### config.mk
export PLATFORM = sky130hd
export DESIGN_NAME = neuron_layer_seq
export DESIGN_NICKNAME = d
export VERILOG_FILES = /design/src/rtl/nlseq_pkg.sv /design/src/rtl/nlseq_argmax.sv /design/src/rtl/neuron_layer_seq.sv
export SDC_FILE = /design/constraint.sdc
export NUM_CORES = 1
export LEC_CHECK = 0
export BUFFER_PORTS_ARGS = -buffer_cell sky130_fd_sc_hd__buf_2
export CAP_MARGIN = 20
export CORE_AREA = 2 2 147 149
export DETAILED_ROUTE_END_ITERATION = 12
export DIE_AREA = 0 0 149 151
export HOLD_SLACK_MARGIN = 0.08
export PLACE_DENSITY = 0.71
export SKIP_CTS_REPAIR_TIMING = 1
export SYNTH_ARGS = -nofsm -noshare
export SYNTH_HDL_FRONTEND = slang
export SYNTH_SLANG_ARGS = --single-unit
### constraint.sdc
create_clock -name clk -period 2.04 [get_ports clk]
set_input_delay 0.51 -clock clk [delete_from_list [all_inputs] [get_ports clk]]
set_output_delay 0.51 -clock clk [all_outputs]
set_load 0.01 [all_outputs]
### src/rtl/nlseq_pkg.sv
// nlseq_pkg: shared state encoding and width helpers for the layer sequencer
package nlseq_pkg;

    typedef enum logic [2:0] {
        IDLE,
        FETCH,
        LOAD,
        ISSUE,
        WAIT,
        DONE
    } state_t;

    function automatic int clog2(input int v);
        for (int r = 0; r < 31; r++)
            if ((1 << r) >= v) return r;
        return 31;
    endfunction

    function automatic int addr_w(input int n);
        return (clog2(n) < 1) ? 1 : clog2(n);
    endfunction

endpackage

### src/rtl/nlseq_argmax.sv
// nlseq_argmax: running signed maximum with index; clr re-arms, first upd after clr loads unconditionally
module nlseq_argmax
    import nlseq_pkg::*;
#(
    parameter int AW  = 2,
    parameter int D_W = 16
) (
    input  logic                  clk,
    input  logic                  rst_n,
    input  logic                  clr,
    input  logic                  upd,
    input  logic [AW-1:0]         upd_idx,
    input  logic signed [D_W-1:0] upd_val,
    output logic [AW-1:0]         max_idx
);

    logic signed [D_W-1:0] max_val;
    logic                  have;

    // strictly greater replaces, so ties keep the lowest index
    always_ff @(posedge clk) begin
        if (!rst_n) begin
            max_val <= '0;
            max_idx <= '0;
            have    <= 1'b0;
        end else if (clr) begin
            have <= 1'b0;
        end else if (upd && (!have || upd_val > max_val)) begin
            max_val <= upd_val;
            max_idx <= upd_idx;
            have    <= 1'b1;
        end
    end

endmodule

### src/rtl/neuron_layer_seq.sv
// neuron_layer_seq: runs one dense layer through a serial MAC neuron; NLSEQ_ARGMAX_EN adds m_argmax
module neuron_layer_seq
    import nlseq_pkg::*;
#(
    parameter int NUM_NEURONS = 4,
    parameter int NUM_INPUTS  = 8,
    parameter int X_W         = 8,
    parameter int W_W         = 8,
    parameter int B_W         = 16,
    parameter int OUT_W       = 16,
    parameter int AW          = addr_w(NUM_NEURONS)
) (
    input  logic                         clk,
    input  logic                         rst_n,
    input  logic                         s_valid,
    output logic                         s_ready,
    input  logic [NUM_INPUTS*X_W-1:0]    s_x_flat,
    output logic                         wmem_en,
    output logic [AW-1:0]                wmem_addr,
    input  logic [NUM_INPUTS*W_W-1:0]    wmem_w_flat,
    input  logic [B_W-1:0]               wmem_bias,
    output logic                         n_in_valid,
    input  logic                         n_in_ready,
    output logic [B_W-1:0]               n_bias,
    output logic [NUM_INPUTS*X_W-1:0]    n_x_flat,
    output logic [NUM_INPUTS*W_W-1:0]    n_w_flat,
    input  logic                         n_out_valid,
    input  logic [OUT_W-1:0]             n_out_data,
    output logic                         m_valid,
    input  logic                         m_ready,
    output logic [NUM_NEURONS*OUT_W-1:0] m_y_flat,
    output logic                         busy
`ifdef NLSEQ_ARGMAX_EN
    ,
    output logic [AW-1:0]                m_argmax
`endif
);

    state_t        state;
    logic [AW-1:0] idx;
    logic          capture;

    assign s_ready    = state == IDLE;
    assign busy       = state != IDLE;
    assign wmem_en    = state == FETCH;
    assign n_in_valid = state == ISSUE;
    assign m_valid    = state == DONE;
    assign wmem_addr  = idx;
    assign capture    = state == WAIT && n_out_valid;

    // layer sequencer: fetch weights, issue the job, collect each result, present the vector
    always_ff @(posedge clk) begin
        if (!rst_n) begin
            state    <= IDLE;
            idx      <= '0;
            n_x_flat <= '0;
            n_w_flat <= '0;
            n_bias   <= '0;
            m_y_flat <= '0;
        end else begin
            case (state)
                IDLE: if (s_valid) begin
                    n_x_flat <= s_x_flat;
                    idx      <= '0;
                    state    <= FETCH;
                end
                FETCH: state <= LOAD;
                LOAD: begin
                    n_w_flat <= wmem_w_flat;
                    n_bias   <= wmem_bias;
                    state    <= ISSUE;
                end
                ISSUE: if (n_in_ready) state <= WAIT;
                WAIT: if (capture) begin
                    m_y_flat[int'(idx)*OUT_W +: OUT_W] <= n_out_data;
                    if (idx == AW'(NUM_NEURONS - 1)) begin
                        state <= DONE;
                    end else begin
                        idx   <= idx + 1'b1;
                        state <= FETCH;
                    end
                end
                DONE: if (m_ready) state <= IDLE;
                default: state <= IDLE;
            endcase
        end
    end

`ifdef NLSEQ_ARGMAX_EN
    nlseq_argmax #(
        .AW (AW),
        .D_W(OUT_W)
    ) u_argmax (
        .clk    (clk),
        .rst_n  (rst_n),
        .clr    (s_ready && s_valid),
        .upd    (capture),
        .upd_idx(idx),
        .upd_val(n_out_data),
        .max_idx(m_argmax)
    );
`endif

endmodule

==> results_dict.tcl, run 1 <==
set metrics [dict create \
    grt_max_degree 105 \
    cts_root_buffer "clkbuf_16" \
    crit_slowest_cell "or3_4" \
    period_needed_ns 1.96 \
    path_cells "or3_4 -> inv_1 -> buf_2" \
    fmax_mhz 510 \
    dp_hpwl_microns 17000 \
    critPathLaunchType "flop" \
    die-area_sq_mm 0.0225 \
    final_nets 1487 \
    top_level_ports 381 \
    crit_type "flop to primary output" \
    rrSetupSlack_ns 0.25 \
    vias 7721 \
    firstDrtPassIters 5 \
    p_leak_nw 5.34 \
    final_common_cell "buf_2" \
    netlist.area_leader.share_pct 52.6 \
    maxCapViolCount 0 \
    synthTopCellsByArea "dfxtp_1 (53%), nand2_1 (16%), a21oi_1 (9.1%)" \
    grt_antenna_before_repair 2 \
    chipWidth_microns 149 \
    period_share_pct 96.0 \
    slew-limit-headroom_pct 73.1 \
    cp.required_ns 1.53 \
    timing.rr.start "wmem_addr[1]" \
    clock_path_buffers 3 \
    wl_per_cell_microns 14.9 \
    maxSlewViolCount 0 \
    seq_area_frac_synth_pct 52.6 \
    final_layout_size_suffix_gt1_share_pct 34.1 \
    fp.coreArea_sq_mm 0.0208 \
    place_congestion 0.832 \
    path_clk_slew_ns 0.06 \
    setup_viol 0 \
    drc 0 \
    placed_cell_area_sq_mm 0.0102 \
    grt_overflow 0 \
    numCtsBuffers 23 \
    yosys.area.top_type "dfxtp_1" \
    crit_path_end "s_ready" \
    peakVddDrop_v 0.000620 \
    clk_latency_ns 0.49 \
    row_count 53 \
    rsz0062_at_grt "no" \
    drt.antenna.violating_nets 0 \
    worstMarginPinSlew_ns 0.403 \
    h-tree-depth 1 \
    r2r-end "m_y_flat[31]" \
    track_usage_pct 19.3 \
    startpoint "state[2]" \
    drt-total-wl_microns 24000 \
    syn_inst 971 \
    worst-path-max-fanout 10 \
    r2r_cells 5 \
    grt_pass1_wl_microns 35600 \
    syn2layout_area_growth_pct 36.1 \
    fp.dieH_microns 151 \
    yosysWarnings 0 \
    vias_per_cell 4.80 \
    finClkSkew_ns 0.00655 \
    slowest_delay_ns 0.41 \
    cts.sink_count 213 \
    hold_slack_ns 0.248 \
    hp-class "input pin to flop" \
    initial_core_util_pct 38.9 \
    synth.avg_cell_area_sq_um 8.34 \
    ys_seq_elements 213 \
    synth_nets 1142 \
    worstPathArrival_ns 1.45 \
    first_global_vias 6962 \
    cts_tree "done" \
    synth_area_sq_mm 0.00810 \
    power_density_mw_per_mm2 959 \
    endpoint_kind "primary output" \
    hold_viol_final 0 \
    final_design_area_no_fill_sq_mm 0.0110 \
    io_buffers 380 \
    drt_iter0_drc 278 \
    layout_common_cells "buf_2 (379), nand2_1 (356), dfxtp_1 (210)" \
    fin_util_pct 52.9 \
    status "finished, final reports clean" \
    synth_cell_types 34 \
    fin_setup_tns_ns 0 \
]
## Yosys cell counts (all sizes together)
cell / n
a21o: 1
a21oi: 147
a211o: 1
and3b: 1
nand3b: 3
or2: 1
a311oi: 1
inv: 5
a31oi: 1
nor3: 1
ha: 5
nor4b: 3
or3: 2
o21ai: 2
nand3: 70
or3b: 1
and4bb: 1
mux2i: 66
nand2: 356
clkbuf: 45
or4b: 1
nor3b: 7
dfxtp: 213
buf: 33
nor2: 2
nand2b: 2
## layer usage
metal  wire, microns  share of wire (%)  GRT usage, %
met4             470                2.0          5.95
met2           12000                 50          33.7
met3            2030                8.5          5.06
met5               0                  0             0
met1            9530                 40          23.4
## state kept, by name, summed over array words and instances, names as in the netlist
| signal | count |
|---|---|
| n_x_flat | 64 |
| state | 3 |
| n_w_flat | 64 |
| m_y_flat | 64 |
| wmem_addr | 2 |
| n_bias | 16 |
## cell families (layout without fill, tap and decap cells)
kind of cell / Yosys count / in the layout / synth area share [%]
other: 0 / 4 / 0
flip-flops: 213 / 213 / 52.6
AND/OR/NAND/NOR: 451 / 451 / 24.2
AO/OA/AOI/OAI: 153 / 153 / 9.59
buffers and inverters: 83 / 443 / 4.63
multiplexers: 66 / 66 / 8.16
adder cells (fa/ha/maj): 5 / 5 / 0.772
## worst min path at each step
stage,start,to,slack [ns],depth (start not counted)
after global placement,n_x_flat[61],n_x_flat[61],0.44,2
final,wmem_w_flat[55],n_w_flat[55],0.25,3
after CTS,wmem_w_flat[14],n_w_flat[14],0.23,3
after floorplan,n_bias[0],n_bias[0],0.48,2
after global routing,wmem_w_flat[14],n_w_flat[14],0.23,3
after detailed placement,n_x_flat[0],n_x_flat[0],0.44,2
## where the power goes
part	total, mW	internal (mW)	switching [mW]
combinational	1.72	0.677	1.04
clock	4.23	2.59	1.64
sequential	4.63	4.46	0.168
total	10.6	7.73	2.85
## metrics by stage
step / total power [mW] / cells / setup WS, ns
after floorplan: 5.69 / 971 / 0.0241
after global placement: 6.41 / 1567 / 0.264
after detailed placement: 6.45 / 1567 / 0.237
after CTS: 10.7 / 1607 / -0.113
after global routing: 11.1 / 1607 / 0.00571
final: 10.6 / 1610 / 0.0810
## area by class of cell
type | instances | area, sq um
fillers | 1976 | 9800
flip-flops and latches | 213 | 4270
multi-input cells | 675 | 3480
repair buffers | 398 | 2130
clock buffers | 30 | 642
well taps | 275 | 344
clock inverters | 10 | 129
inverters | 5 | 21.3
diodes | 4 | 10.0
## worst max-delay path, delay by kind of cell (launching register included)
kind	cells	cell delay, ns
buffers and inverters	2	0.17
flip-flops	1	0.38
AND/OR/NAND/NOR	1	0.41
No activity file was read; power rests on OpenSTA's default activity.
==> run 2: changes to the inputs <==
--- a/config.mk
+++ b/config.mk
@@ -7,11 +7,14 @@
 export LEC_CHECK = 0
 export BUFFER_PORTS_ARGS = -buffer_cell sky130_fd_sc_hd__buf_2
 export CAP_MARGIN = 20
-export CORE_AREA = 2 2 147 149
+export CELL_PAD_IN_SITES_DETAIL_PLACEMENT = 1
+export CELL_PAD_IN_SITES_GLOBAL_PLACEMENT = 2
+export CORE_MARGIN = 2
+export CORE_UTILIZATION = 23
+export CTS_CLUSTER_SIZE = 28
 export DETAILED_ROUTE_END_ITERATION = 12
-export DIE_AREA = 0 0 149 151
 export HOLD_SLACK_MARGIN = 0.08
-export PLACE_DENSITY = 0.71
+export PLACE_DENSITY_LB_ADDON = 0.1
 export SKIP_CTS_REPAIR_TIMING = 1
 export SYNTH_ARGS = -nofsm -noshare
 export SYNTH_HDL_FRONTEND = slang
==> results_dict.tcl, run 2 (synthesis results as in run 1) <==
set metrics [dict create \
    status "finished, final reports clean" \
    rsz0062_at_grt "yes" \
    r2r-end "m_y_flat[59]" \
    crit_type "flop to primary output" \
    critPathLaunchType "flop" \
    drc 0 \
    cts_root_buffer "clkbuf_16" \
    r2r_cells 6 \
    worstMarginPinSlew_ns 0.429 \
    clk_latency_ns 0.54 \
    fmax_mhz 503 \
    timing.rr.start "wmem_addr[1]" \
    period_needed_ns 1.99 \
    track_usage_pct 16.1 \
    fp.coreArea_sq_mm 0.0346 \
    power.total_mw 11.5 \
    final_design_area_no_fill_sq_mm 0.0115 \
    finClkSkew_ns 0.00559 \
    grt_max_degree 81 \
    slew-limit-headroom_pct 71.4 \
    final_layout_size_suffix_gt1_share_pct 34.8 \
    placed_cell_area_sq_mm 0.0105 \
    p_leak_nw 5.48 \
    hold_depth 2 \
    period_share_pct 97.4 \
    drt-total-wl_microns 31000 \
    first_global_vias 7904 \
    drt.antenna.violating_nets 0 \
    hp-class "input pin to flop" \
    hp-start "n_in_ready" \
    clock_path_buffers 3 \
    reg.largest.list "m_y_flat x64, n_w_flat x64, n_x_flat x64" \
    final_common_cell "buf_2" \
    initial_core_util_pct 23.4 \
    chipWidth_microns 192 \
    drt_iter0_drc 221 \
    top_level_ports 381 \
    path_clk_slew_ns 0.06 \
    maxCapViolCount 0 \
    fp.dieH_microns 192 \
    place_congestion 0.726 \
    cts.sink_count 213 \
    grt_pass1_wl_microns 46500 \
    cp.required_ns 1.53 \
    h-tree-depth 1 \
    endpoint_kind "primary output" \
    vias 7866 \
    worst-path-max-fanout 6 \
    syn2layout_area_growth_pct 42.3 \
    numCtsBuffers 28 \
    hold_end "state[1]" \
    final_nets 1499 \
    grt_antenna_before_repair 5 \
    row_count 68 \
    vias_per_cell 4.35 \
    setup_viol 0 \
    cts_tree "done" \
    maxSlewViolCount 0 \
    firstDrtPassIters 4 \
    rrSetupSlack_ns 0.28 \
    peakVddDrop_v 0.000617 \
    io_buffers 380 \
    layout_common_cells "buf_2 (376), nand2_1 (356), dfxtp_1 (210)" \
    power_density_mw_per_mm2 999 \
    wl_per_cell_microns 17.2 \
    dp_hpwl_microns 21700 \
    die-area_sq_mm 0.0367 \
    grt_overflow 0 \
    hold_viol_final 0 \
    worstPathArrival_ns 1.48 \
]
==> run 2: cell types whose count changed in the layout (fill, tap and decap cells not counted), moves of 2 or more <==
| cell | delta |
|---|---|
| buf_4 | +6 |
| clkbuf_1 | +5 |
| clkbuf_8 | +4 |
| clkbuf_16 | +6 |
| buf_2 | -3 |
| clkinv_2 | -2 |
| buf_12 | +2 |
==> run 2: power by group <==
group	internal [mW]	switching [mW]
Clock	3.13	1.90
Combinational	0.723	1.13
Sequential	4.46	0.159
==> run 2: final cells by class <==
cell class                 count  area, sq um
fill                        4221        23100
sequential                   213         4280
multi-input combinational    675         3480
timing repair buffer         405         2210
clock buffer                  45          866
tap                          455          569
clock inverter                 7         87.6
inverter                       5         21.3
antenna                        4         10.0
==> run 2: stage by stage <==
step                      hold WS [ns]  instances  TNS (ns)  util, %  worst slack (ns)
after floorplan                  0.481        971         0        -            0.0241
after global placement           0.438       1746         0     30.3             0.220
after detailed placement         0.444       1746         0     30.3             0.203
final                            0.184       1809         0     33.3            0.0537
after global routing             0.184       1807   -0.0302     33.3           -0.0152
after CTS                        0.160       1798     -1.01     33.0            -0.240
==> run 2: per-layer routing <==
| layer | up-vias | share of wire, % | GRT usage, % |
|---|---|---|---|
| met5 | - | 0.077 | 0 |
| li1 | 3909 | - | - |
| met4 | 4 | 2.9 | 4.88 |
| met3 | 48 | 9.2 | 6.01 |
| met1 | 3667 | 42 | 19.5 |
| met2 | 238 | 46 | 26.5 |
==> run 2: worst max path at each step <==
stage	startpoint	end	slack, ns
global route	state[0]	n_in_valid	-0.02
global placement	s_valid	n_x_flat[61]	0.22
detailed placement	s_valid	n_x_flat[59]	0.20
CTS	state[0]	wmem_en	-0.24
floorplan	wmem_addr[0]	m_y_flat[52]	0.02
finish	state[0]	s_ready	0.05
==> run 2: worst max-delay path: stages (launching register included) <==
cell     delay, ns
dfxtp_4       0.36
or3_4         0.42
inv_2         0.07
buf_6         0.09
==> run 3: changes to the inputs <==
--- a/config.mk
+++ b/config.mk
@@ -5,12 +5,13 @@
 export SDC_FILE = /design/constraint.sdc
 export NUM_CORES = 1
 export LEC_CHECK = 0
+export ABC_AREA = 1
 export BUFFER_PORTS_ARGS = -buffer_cell sky130_fd_sc_hd__buf_2
 export CAP_MARGIN = 20
 export CELL_PAD_IN_SITES_DETAIL_PLACEMENT = 1
 export CELL_PAD_IN_SITES_GLOBAL_PLACEMENT = 2
 export CORE_MARGIN = 2
-export CORE_UTILIZATION = 23
+export CORE_UTILIZATION = 22
 export CTS_CLUSTER_SIZE = 28
 export DETAILED_ROUTE_END_ITERATION = 12
 export HOLD_SLACK_MARGIN = 0.08
==> results_dict.tcl, run 3 <==
set metrics [dict create \
    worst-path-max-fanout 8 \
    vias 8573 \
    initial_core_util_pct 22.4 \
    drt_iter0_drc 250 \
    path_cells "nor2_4 -> inv_2 -> nor2_4 -> inv_1 -> buf_2" \
    grt_pass1_wl_microns 51400 \
    status "complete, but fails checks" \
    crit_family "flip-flops" \
    path_clk_slew_ns 0.05 \
    seq_area_frac_synth_pct 51.7 \
    synth_cell_types 21 \
    multi_input_area_sq_mm 0.00339 \
    hp-class "input pin to flop" \
    ys_seq_elements 213 \
    synth.avg_cell_area_sq_um 7.51 \
    synthArstFlopShare_pct 0 \
    synth_nets 1270 \
    synth_edf_count 0 \
    yosys.area.top_type "dfxtp_1" \
    first_global_vias 8642 \
    die-area_sq_mm 0.0391 \
    slowest_delay_ns 0.36 \
    reg.largest.list "m_y_flat x64, n_w_flat x64, n_x_flat x64" \
    setup_viol 1 \
    crit_type "flop to primary output" \
    fmax_mhz 489 \
    clk_latency_ns 0.54 \
    maxCapViolCount 0 \
    row_count 70 \
    drc 0 \
    firstDrtPassIters 4 \
    chipWidth_microns 198 \
    cp.required_ns 1.53 \
    yosysWarnings 0 \
    period_share_pct 100 \
    violations "setup timing" \
    synthTopCellsByArea "dfxtp_1 (52%), nor2_1 (11%), nand2_1 (7.6%)" \
    worstMarginPinSlew_ns 0.640 \
    numCtsBuffers 28 \
    nFillCells 4525 \
    maxSlewViolCount 0 \
    cts_root_buffer "clkbuf_16" \
    yosys_most_used_dff "dfxtp_1" \
    drt-total-wl_microns 34300 \
    grt_max_degree 81 \
    ff_latch_area_sq_mm 0.00427 \
    io_buffers 380 \
    hold_viol_final 0 \
    peakVddDrop_v 0.000562 \
    finClkSkew_ns 0.00828 \
    dp_hpwl_microns 24500 \
    fp.coreArea_sq_mm 0.0368 \
    placed_cell_area_sq_mm 0.0106 \
    period_needed_ns 2.04 \
    synth_common_cells "nor2_1 (245), dfxtp_1 (213), nand2_1 (168), a21oi_1 (110), nand3_1 (106)" \
    place_congestion 0.733 \
    p_leak_nw 5.34 \
    layout_common_cells "buf_2 (380), nor2_1 (244), dfxtp_1 (210)" \
    drt.antenna.violating_nets 0 \
    netlist.area_leader.share_pct 51.7 \
    vias_per_cell 4.40 \
    final_layout_size_suffix_gt1_share_pct 32.2 \
    fp.dieH_microns 198 \
    fin_ws_ns -0.00301 \
    track_usage_pct 16.9 \
    grt_antenna_before_repair 5 \
    grt_overflow 0 \
    syn2layout_area_growth_pct 39.7 \
    endpoint_kind "primary output" \
    worstPathArrival_ns 1.53 \
    critPathLaunchType "flop" \
    wl_per_cell_microns 17.6 \
    rsz0062_at_grt "yes" \
    yosysMostFrequentCell "nor2_1" \
    cts.sink_count 213 \
    final_nets 1637 \
    synth_area_sq_mm 0.00825 \
    h-tree-depth 1 \
    slew-limit-headroom_pct 57.4 \
    crit_slowest_cell "dfxtp_4" \
    power.total_mw 14.8 \
    final_design_area_no_fill_sq_mm 0.0115 \
    critPathBufInv 3 \
    syn_inst 1099 \
    cts_tree "done" \
    power_density_mw_per_mm2 1280 \
    critical_path.most_common_cell "nor2_4" \
    clock_path_buffers 3 \
    top_level_ports 381 \
    final_common_cell "buf_2" \
]
run 3: cell count changes after synthesis, moves of 39 or more:
cell / previous run / this run
inv_1: 5 / 44
mux2i_1: 66 / 0
nor2_1: 2 / 245
nand2_1: 356 / 168
o21ai_0: 2 / 103
nand3_1: 66 / 106
run 3: layer usage:
metal | GRT usage, % | up-vias | routed length, microns
met5 | 0 | - | 31
met4 | 3.82 | 4 | 564
met3 | 4.22 | 43 | 2200
met2 | 28.5 | 219 | 16100
met1 | 21.7 | 4030 | 15400
li1 | - | 4277 | -
run 3: cells by family after synthesis:
group | Yosys count | synth area share [%]
fa+ha+maj | 5 | 0.758
buf+inv | 126 | 7.39
compound gates | 213 | 12.9
flops | 213 | 51.7
simple gates | 542 | 27.3
run 3: cell type report:
type	count	share of cell area, %
multi-input combinational	760	29.4
timing repair buffer	413	19.6
clock buffer	37	6.64
sequential	213	37.1
clock inverter	5	0.434
antenna	3	0.0651
tap	468	5.08
inverter	50	1.63
run 3: worst register-to-register path: stages (launching register included):
cell	delay [ns]
dfxtp_4	0.36
nor2_4	0.15
buf_4	0.13
buf_4	0.10
nand3_2	0.13
inv_2	0.10
buf_4	0.24
nand2_2	0.28
nand2_1	0.15
a21oi_1	0.08
run 3: final timing paths:
check	startpoint	end	slack, ns	depth (start not counted)
min reg2reg	m_y_flat[7]	m_y_flat[7]	0.45	2
min	wmem_w_flat[51]	n_w_flat[51]	0.22	3
max	state[1]	busy	-0.003	5
max reg2reg	state[1]	m_y_flat[30]	0.19	9
run 3: power breakdown:
part	internal (mW)	total (mW)	leakage, nW	switching, mW
Clock	2.70	4.56	0.403	1.85
Sequential	4.91	5.30	1.73	0.389
Combinational	1.74	4.92	3.21	3.18
Total	9.36	14.8	5.34	5.42
run 3: stage by stage:
stage	setup TNS (ns)	util, %	setup WS [ns]	hold WS, ns	std cells
floorplan	0	-	0.156	0.465	1099
global placement	0	28.9	0.226	0.443	1896
detailed placement	0	28.9	0.200	0.442	1896
CTS	-0.850	31.1	-0.243	0.185	1938
global route	-0.205	31.3	-0.115	0.204	1948
finish	-0.00301	31.3	-0.00301	0.219	1949
